--- config.mk ---
export PLATFORM = sky130hd
export DESIGN_NAME = xor_cipher_sequencer
export DESIGN_NICKNAME = d
export VERILOG_FILES = /design/src/rtl/xor_cipher_sequencer.sv
export SDC_FILE = /design/constraint.sdc
export NUM_CORES = 1
export LEC_CHECK = 0
export ABC_AREA = 1
export CAP_MARGIN = 20
export CORE_UTILIZATION = 50
export CTS_CLUSTER_SIZE = 30
export DETAILED_ROUTE_END_ITERATION = 10
export PLACE_DENSITY_LB_ADDON = 0.3
export SYNTH_ARGS = -nofsm -noshare
export SYNTH_HDL_FRONTEND = slang
export SYNTH_SLANG_ARGS = --single-unit
--- constraint.sdc ---
create_clock -name iClk -period 1.8 [get_ports iClk]
set_input_delay 0.36 -clock iClk [delete_from_list [all_inputs] [get_ports iClk]]
set_output_delay 0.36 -clock iClk [all_outputs]
set_load 0.01 [all_outputs]
--- src/rtl/xor_cipher_sequencer.sv ---
// -----------------------------------------------------------------------------
// xor_cipher_sequencer
//
// Front-end controller for the serial XOR cipher core. A key/message pair is
// accepted over a valid/ready handshake and shifted into the core MSB first:
// key first, then message. The core is then enabled. Its framed serial output
// is collected into a parallel result, and that result is offered over a second
// valid/ready handshake. This block is the only driver of the core's load and
// enable strobes.
//
// Optional feature macro: XSEQ_TIMEOUT_EN
//   When defined, RUN aborts after TIMEOUT cycles without an end of frame.
//   On abort, oTimeout pulses for one cycle and the block returns to IDLE.
//   When undefined, RUN waits indefinitely and oTimeout is tied low.
//
// Ports
//   iClk, iRst            clock (rising edge); asynchronous active-high reset
//   iKey, iMsg            key and message, sampled on request accept
//   iReq_valid/oReq_ready request handshake (ready only in IDLE)
//   oRes_data/oRes_valid  result word and valid (valid in DONE)
//   iRes_ready            consumer accepts the result
//   oCipher_serial        serial bit to the core, MSB first
//   oCipher_load_key      key-load strobe to the core
//   oCipher_load_msg      message-load strobe to the core
//   oCipher_en            core enable
//   iCipher_serial        serial output from the core
//   iCipher_start         core first-bit marker
//   iCipher_end           core last-bit marker
//   oBusy                 high in every state except IDLE
//   oTimeout              one-cycle pulse on a RUN abort
// -----------------------------------------------------------------------------
module xor_cipher_sequencer #(
  parameter int WIDTH   = 8,
  parameter int TIMEOUT = 64
) (
  input  logic             iClk,
  input  logic             iRst,
  input  logic [WIDTH-1:0] iKey,
  input  logic [WIDTH-1:0] iMsg,
  input  logic             iReq_valid,
  output logic             oReq_ready,
  output logic [WIDTH-1:0] oRes_data,
  output logic             oRes_valid,
  input  logic             iRes_ready,
  output logic             oCipher_serial,
  output logic             oCipher_load_key,
  output logic             oCipher_load_msg,
  output logic             oCipher_en,
  input  logic             iCipher_serial,
  input  logic             iCipher_start,
  input  logic             iCipher_end,
  output logic             oBusy,
  output logic             oTimeout
);

  typedef enum logic [2:0] {
    S_IDLE,
    S_LOAD_KEY,
    S_LOAD_MSG,
    S_RUN,
    S_DONE
  } state_e;

  localparam int CW = $clog2(WIDTH + 1);

  state_e           state_q;
  logic [WIDTH-1:0] key_q;
  logic [WIDTH-1:0] msg_q;
  logic [WIDTH-1:0] res_q;
  logic [CW-1:0]    cnt_q;
  logic             capt_q;     // inside a frame (start seen, end not yet)
  logic             timeout_q;

  // A bit is captured when it is marked as start or when it falls inside an
  // open frame. An end marker that arrives outside a frame is ignored.
  logic frame_active;
  logic frame_end;
  assign frame_active = capt_q | iCipher_start;
  assign frame_end    = frame_active & iCipher_end;

`ifdef XSEQ_TIMEOUT_EN
  localparam int RCW = $clog2(TIMEOUT + 1);
  logic [RCW-1:0] run_cnt_q;
`else
  // Keeps TIMEOUT referenced when the timeout logic is not built.
  logic [31:0] unused_timeout;
  assign unused_timeout = TIMEOUT;
`endif

  // NOTE: Sequential state uses non-blocking assignments only. Every register
  // is therefore updated from the same pre-edge values, and simulation matches
  // the flops that synthesis builds.
  always_ff @(posedge iClk or posedge iRst) begin
    if (iRst) begin
      // NOTE: The reset is asynchronous. It must clear every register in this
      // block so that the strobes fall without waiting for a clock edge.
      state_q   <= S_IDLE;
      key_q     <= '0;
      msg_q     <= '0;
      res_q     <= '0;
      cnt_q     <= '0;
      capt_q    <= 1'b0;
      timeout_q <= 1'b0;
`ifdef XSEQ_TIMEOUT_EN
      run_cnt_q <= '0;
`endif
    end else begin
      timeout_q <= 1'b0;
      case (state_q)
        S_IDLE: begin
          if (iReq_valid) begin
            key_q   <= iKey;
            msg_q   <= iMsg;
            cnt_q   <= '0;
            res_q   <= '0;
            capt_q  <= 1'b0;
            state_q <= S_LOAD_KEY;
          end
        end

        S_LOAD_KEY: begin
          key_q <= {key_q[WIDTH-2:0], 1'b0};
          if (cnt_q == CW'(WIDTH - 1)) begin
            cnt_q   <= '0;
            state_q <= S_LOAD_MSG;
          end else begin
            cnt_q <= cnt_q + 1'b1;
          end
        end

        S_LOAD_MSG: begin
          msg_q <= {msg_q[WIDTH-2:0], 1'b0};
          if (cnt_q == CW'(WIDTH - 1)) begin
            cnt_q   <= '0;
            state_q <= S_RUN;
`ifdef XSEQ_TIMEOUT_EN
            run_cnt_q <= '0;
`endif
          end else begin
            cnt_q <= cnt_q + 1'b1;
          end
        end

        S_RUN: begin
          // Shifting in every captured bit keeps the newest WIDTH bits.
          // A short frame leaves zeros in the high bits from the clear at accept.
          if (frame_active) begin
            res_q <= {res_q[WIDTH-2:0], iCipher_serial};
            if (iCipher_end) begin
              capt_q  <= 1'b0;
              state_q <= S_DONE;
            end else begin
              capt_q <= 1'b1;
            end
          end
`ifdef XSEQ_TIMEOUT_EN
          if (!frame_end) begin
            if (run_cnt_q == RCW'(TIMEOUT - 1)) begin
              timeout_q <= 1'b1;
              capt_q    <= 1'b0;
              state_q   <= S_IDLE;
            end else begin
              run_cnt_q <= run_cnt_q + 1'b1;
            end
          end
`endif
        end

        S_DONE: begin
          if (iRes_ready) state_q <= S_IDLE;
        end

        default: state_q <= S_IDLE;
      endcase
    end
  end

  // Every output is decoded from registered state only. No input reaches an
  // output combinationally. Each strobe decodes a distinct state, so at most
  // one strobe is high in any cycle.
  assign oReq_ready       = (state_q == S_IDLE);
  assign oBusy            = (state_q != S_IDLE);
  assign oCipher_load_key = (state_q == S_LOAD_KEY);
  assign oCipher_load_msg = (state_q == S_LOAD_MSG);
  assign oCipher_en       = (state_q == S_RUN);
  assign oRes_valid       = (state_q == S_DONE);
  assign oRes_data        = res_q;
  assign oCipher_serial   = (state_q == S_LOAD_KEY) ? key_q[WIDTH-1] :
                            (state_q == S_LOAD_MSG) ? msg_q[WIDTH-1] : 1'b0;

`ifdef XSEQ_TIMEOUT_EN
  assign oTimeout = timeout_q;
`else
  assign oTimeout = 1'b0;
`endif

endmodule

==> results of run 1 <==
-- layout make-up --
cell class	count	area [um^2]	area share, %
flip-flops and latches	32	802	35.5
well taps	46	57.6	2.55
clock buffers	8	58.8	2.60
repair buffers	53	467	20.7
inverters	25	96.3	4.26
multi-input cells	143	778	34.4
-- stage by stage --
stage | setup TNS (ns) | power [uW] | utilization, % | setup WS, ns | hold WS, ns
2_1_floorplan | 0 | 2040 | - | 0.235 | 0.442
3_3_place_gp | 0 | 2340 | 65.5 | 0.102 | 0.458
3_5_place_dp | 0 | 2390 | 65.5 | 0.0643 | 0.464
4_1_cts | -0.0450 | 2830 | 67.9 | -0.0247 | 0.414
5_1_grt | -0.119 | 3100 | 67.7 | -0.0653 | 0.433
6_report | 0 | 2820 | 67.7 | 0.0421 | 0.403
-- per-layer routing --
layer / track usage (%) / vias to the layer above / part of all wire [%]
met5: 0 / - / 0
met4: 5.84 / 0 / 0
met3: 6.61 / 0 / 5.0
met2: 31.6 / 32 / 45
met1: 26.1 / 661 / 50
li1: - / 763 / -
-- path summary, 6_finish.rpt --
check	depth (start not counted)	to	start
setup / recovery	5	oCipher_load_msg	state_q[2]
min in group iClk	2	msg_q[4]	msg_q[4]
hold / removal	3	oRes_data[7]	iRst
setup reg to reg	9	oRes_data[3]	state_q[0]
max in group asynchronous	3	state_q[0]	iRst
hold reg to reg	2	msg_q[4]	msg_q[4]
-- cells in the final DEF, fill, tap and decap left out, types with 3 or more instances in the layout --
cell,count
nand2_1,71
dfrtp_1,31
clkdlybuf4s50_1,30
o21ai_0,24
inv_1,22
buf_4,15
o21ai_2,12
nand3_1,5
nand4_1,5
clkbuf_4,5
nor2_4,4
nand2_4,4
nand2_2,4
o21ai_1,4
clkbuf_2,3
-- cells by family after synthesis --
kind of cell	count (synthesis)	share of synthesized area (%)
compound gates	41	15.0
xor+xnor	1	0.504
fa+ha+maj	1	0.720
buf+inv	32	9.14
flops	32	46.1
other cells	1	0.216
simple gates	99	28.3
-- state kept, by name, indices dropped and copies added, names as in the netlist --
name / count
capt_q: 1
key_q: 8
state_q: 3
oRes_data: 8
cnt_q: 4
msg_q: 8
-- timing repair --
item,CTS,global route
hold endpoints to repair,0,0
resized for setup,14,8
pin swaps,1,1
setup endpoints to repair,7,6
hold buffers,0,0
buffers inserted,3,2
-- power by group --
part | internal (uW) | switching (uW)
logic | 540 | 787
registers | 948 | 122
clock network | 193 | 232
total | 1680 | 1140
-- critical path: stages, from the launching register on --
cell and delay, ns:
dfrtp_1 0.40, buf_4 0.15, nor2_4 0.13, nand2_4 0.07
inv_4 0.06, dlygate4sd2_1 0.27
==> summary.txt, run 1 <==
Status
  • Status: finished clean

STA
  • Fin. Hold Viols: 0
  • Setup Viol. Count Final: 0
  • Fmax: roughly 570 MHz
  • Slew Viols, Final: 0
  • Fin crit share: 97.7%
  • RSZ-0062 raised after global routing: true
  • Clock skew: roughly 0.0046 ns
  • Min Tclk post-route: between 1.5 and 2 ns

Critical path
  • R2r setup slk: roughly 0.15 ns
  • WS Path Type: flop to output port
  • Worst Setup End Kind: output port
  • Critical path arrival: between 1 and 1.5 ns
  • WP data required: 1.44 ns
  • CP max FO: 3
  • Startpoint Class: flop

Yosys
  • Register area share after synthesis: 46.1%
  • Cell taking the most area after synthesis: dfrtp_1
  • EDFF count, synth: 0
  • Gate Count Post-Synth: just over 200
  • Post-synth cell types: 25
  • Commonest cells post-synth: 71 x nand2_1, 32 x dfrtp_1, 24 x o21ai_0
  • Synth Warn #: 0
  • Synthesized area: 1740 um^2
  • Asr flop ratio synth: 100%
  • Top cells by area, synth: dfrtp_1 46%, nand2_1 15%, o21ai_0 6.9%, o21ai_2 6.0%, inv_1 5.0%
  • Share of the synthesized area in the top cell type: between 40% and 50%
  • Primary FF master, synth: dfrtp_1
  • Most frequent cell after synthesis: nand2_1
  • Syn Nets: roughly 230
  • Average size of a mapped cell: between 8 and 9 um^2
  • Flops & latches, synth: 32

Layout
  • NumNets Final: roughly 280
  • Finished Cell Area: 2260 um^2
  • P&R area growth vs syn: 30.0%
  • N_diodes: 0
  • FILL cells: between 300 and 400
  • Layout Cells excl Fill: 307
  • Layout cells sized above 1: 22.6%

Global route
  • Largest net degree at the start of global routing: 33
  • Initial antenna violation count: 0
  • Vias in the first global route: between 1000 and 1500
  • First-pass GRT wire length: 5350 um
  • Total grt overflow: 0
  • Tot GR Track Use: 19.9%

Detailed routing
  • Pre-antenna DRT Iters: 4
  • DRC viols: 0
  • WL per Instance: ~11 um
  • Vias after detailed routing: between 1000 and 1500
  • Total Wirelength: 3270 um
  • Initial drt markers: 64
  • Post-DRT Antenna Nets: 0
  • DR vias/cell: 4.74

Clock network
  • Reg clk slew, reported paths: ~0.09 ns
  • Clk buf depth: 2
  • CTS root buf: clkbuf_4
  • Sink Count: 32
  • Clock Latency Late Sink: ~0.33 ns
  • CTS H-tree depth: 2
  • CTS tree: built
  • Clock buffer count from CTS: 5

Floorplan
  • Die ar.: about 3700 um^2
  • Boundary Pins: 39
  • Core Region: approximately 3300 um^2
  • Starting Density: a little over half
  • Die Ht: 61.0 um
  • Row cnt: 21
  • Die W: just over 60 um

Place
  • GPL Wtd Cong: around 0.77
  • Placed Cells incl. Taps: between 200 and 300
  • Dpl cell area: roughly 2200 um^2
  • Port bufs: 37
  • Post-DP HPWL: 2380 um

Pwr
  • Leakage: ~0.0011 uW
  • PwrDens: between 1000 and 1500 nW/um^2
  • Worst vdd rail ir drop: 0.508 mV

Run
  • Number of maximum-capacitance violations: 0

Hold path
  • Hold Path Class: input port to async pin
(Power assumes the default switching activity.)
==> inputs of run 2 (changes only) <==
--- a/config.mk
+++ b/config.mk
@@ -6,7 +6,7 @@
 export NUM_CORES = 1
 export LEC_CHECK = 0
 export ABC_AREA = 1
-export CAP_MARGIN = 20
+export CAP_MARGIN = 25
 export CORE_UTILIZATION = 50
 export CTS_CLUSTER_SIZE = 30
 export DETAILED_ROUTE_END_ITERATION = 10
==> results of run 2 <==
Same layout as run 1: the final DEF is identical, and so are final timing and power.
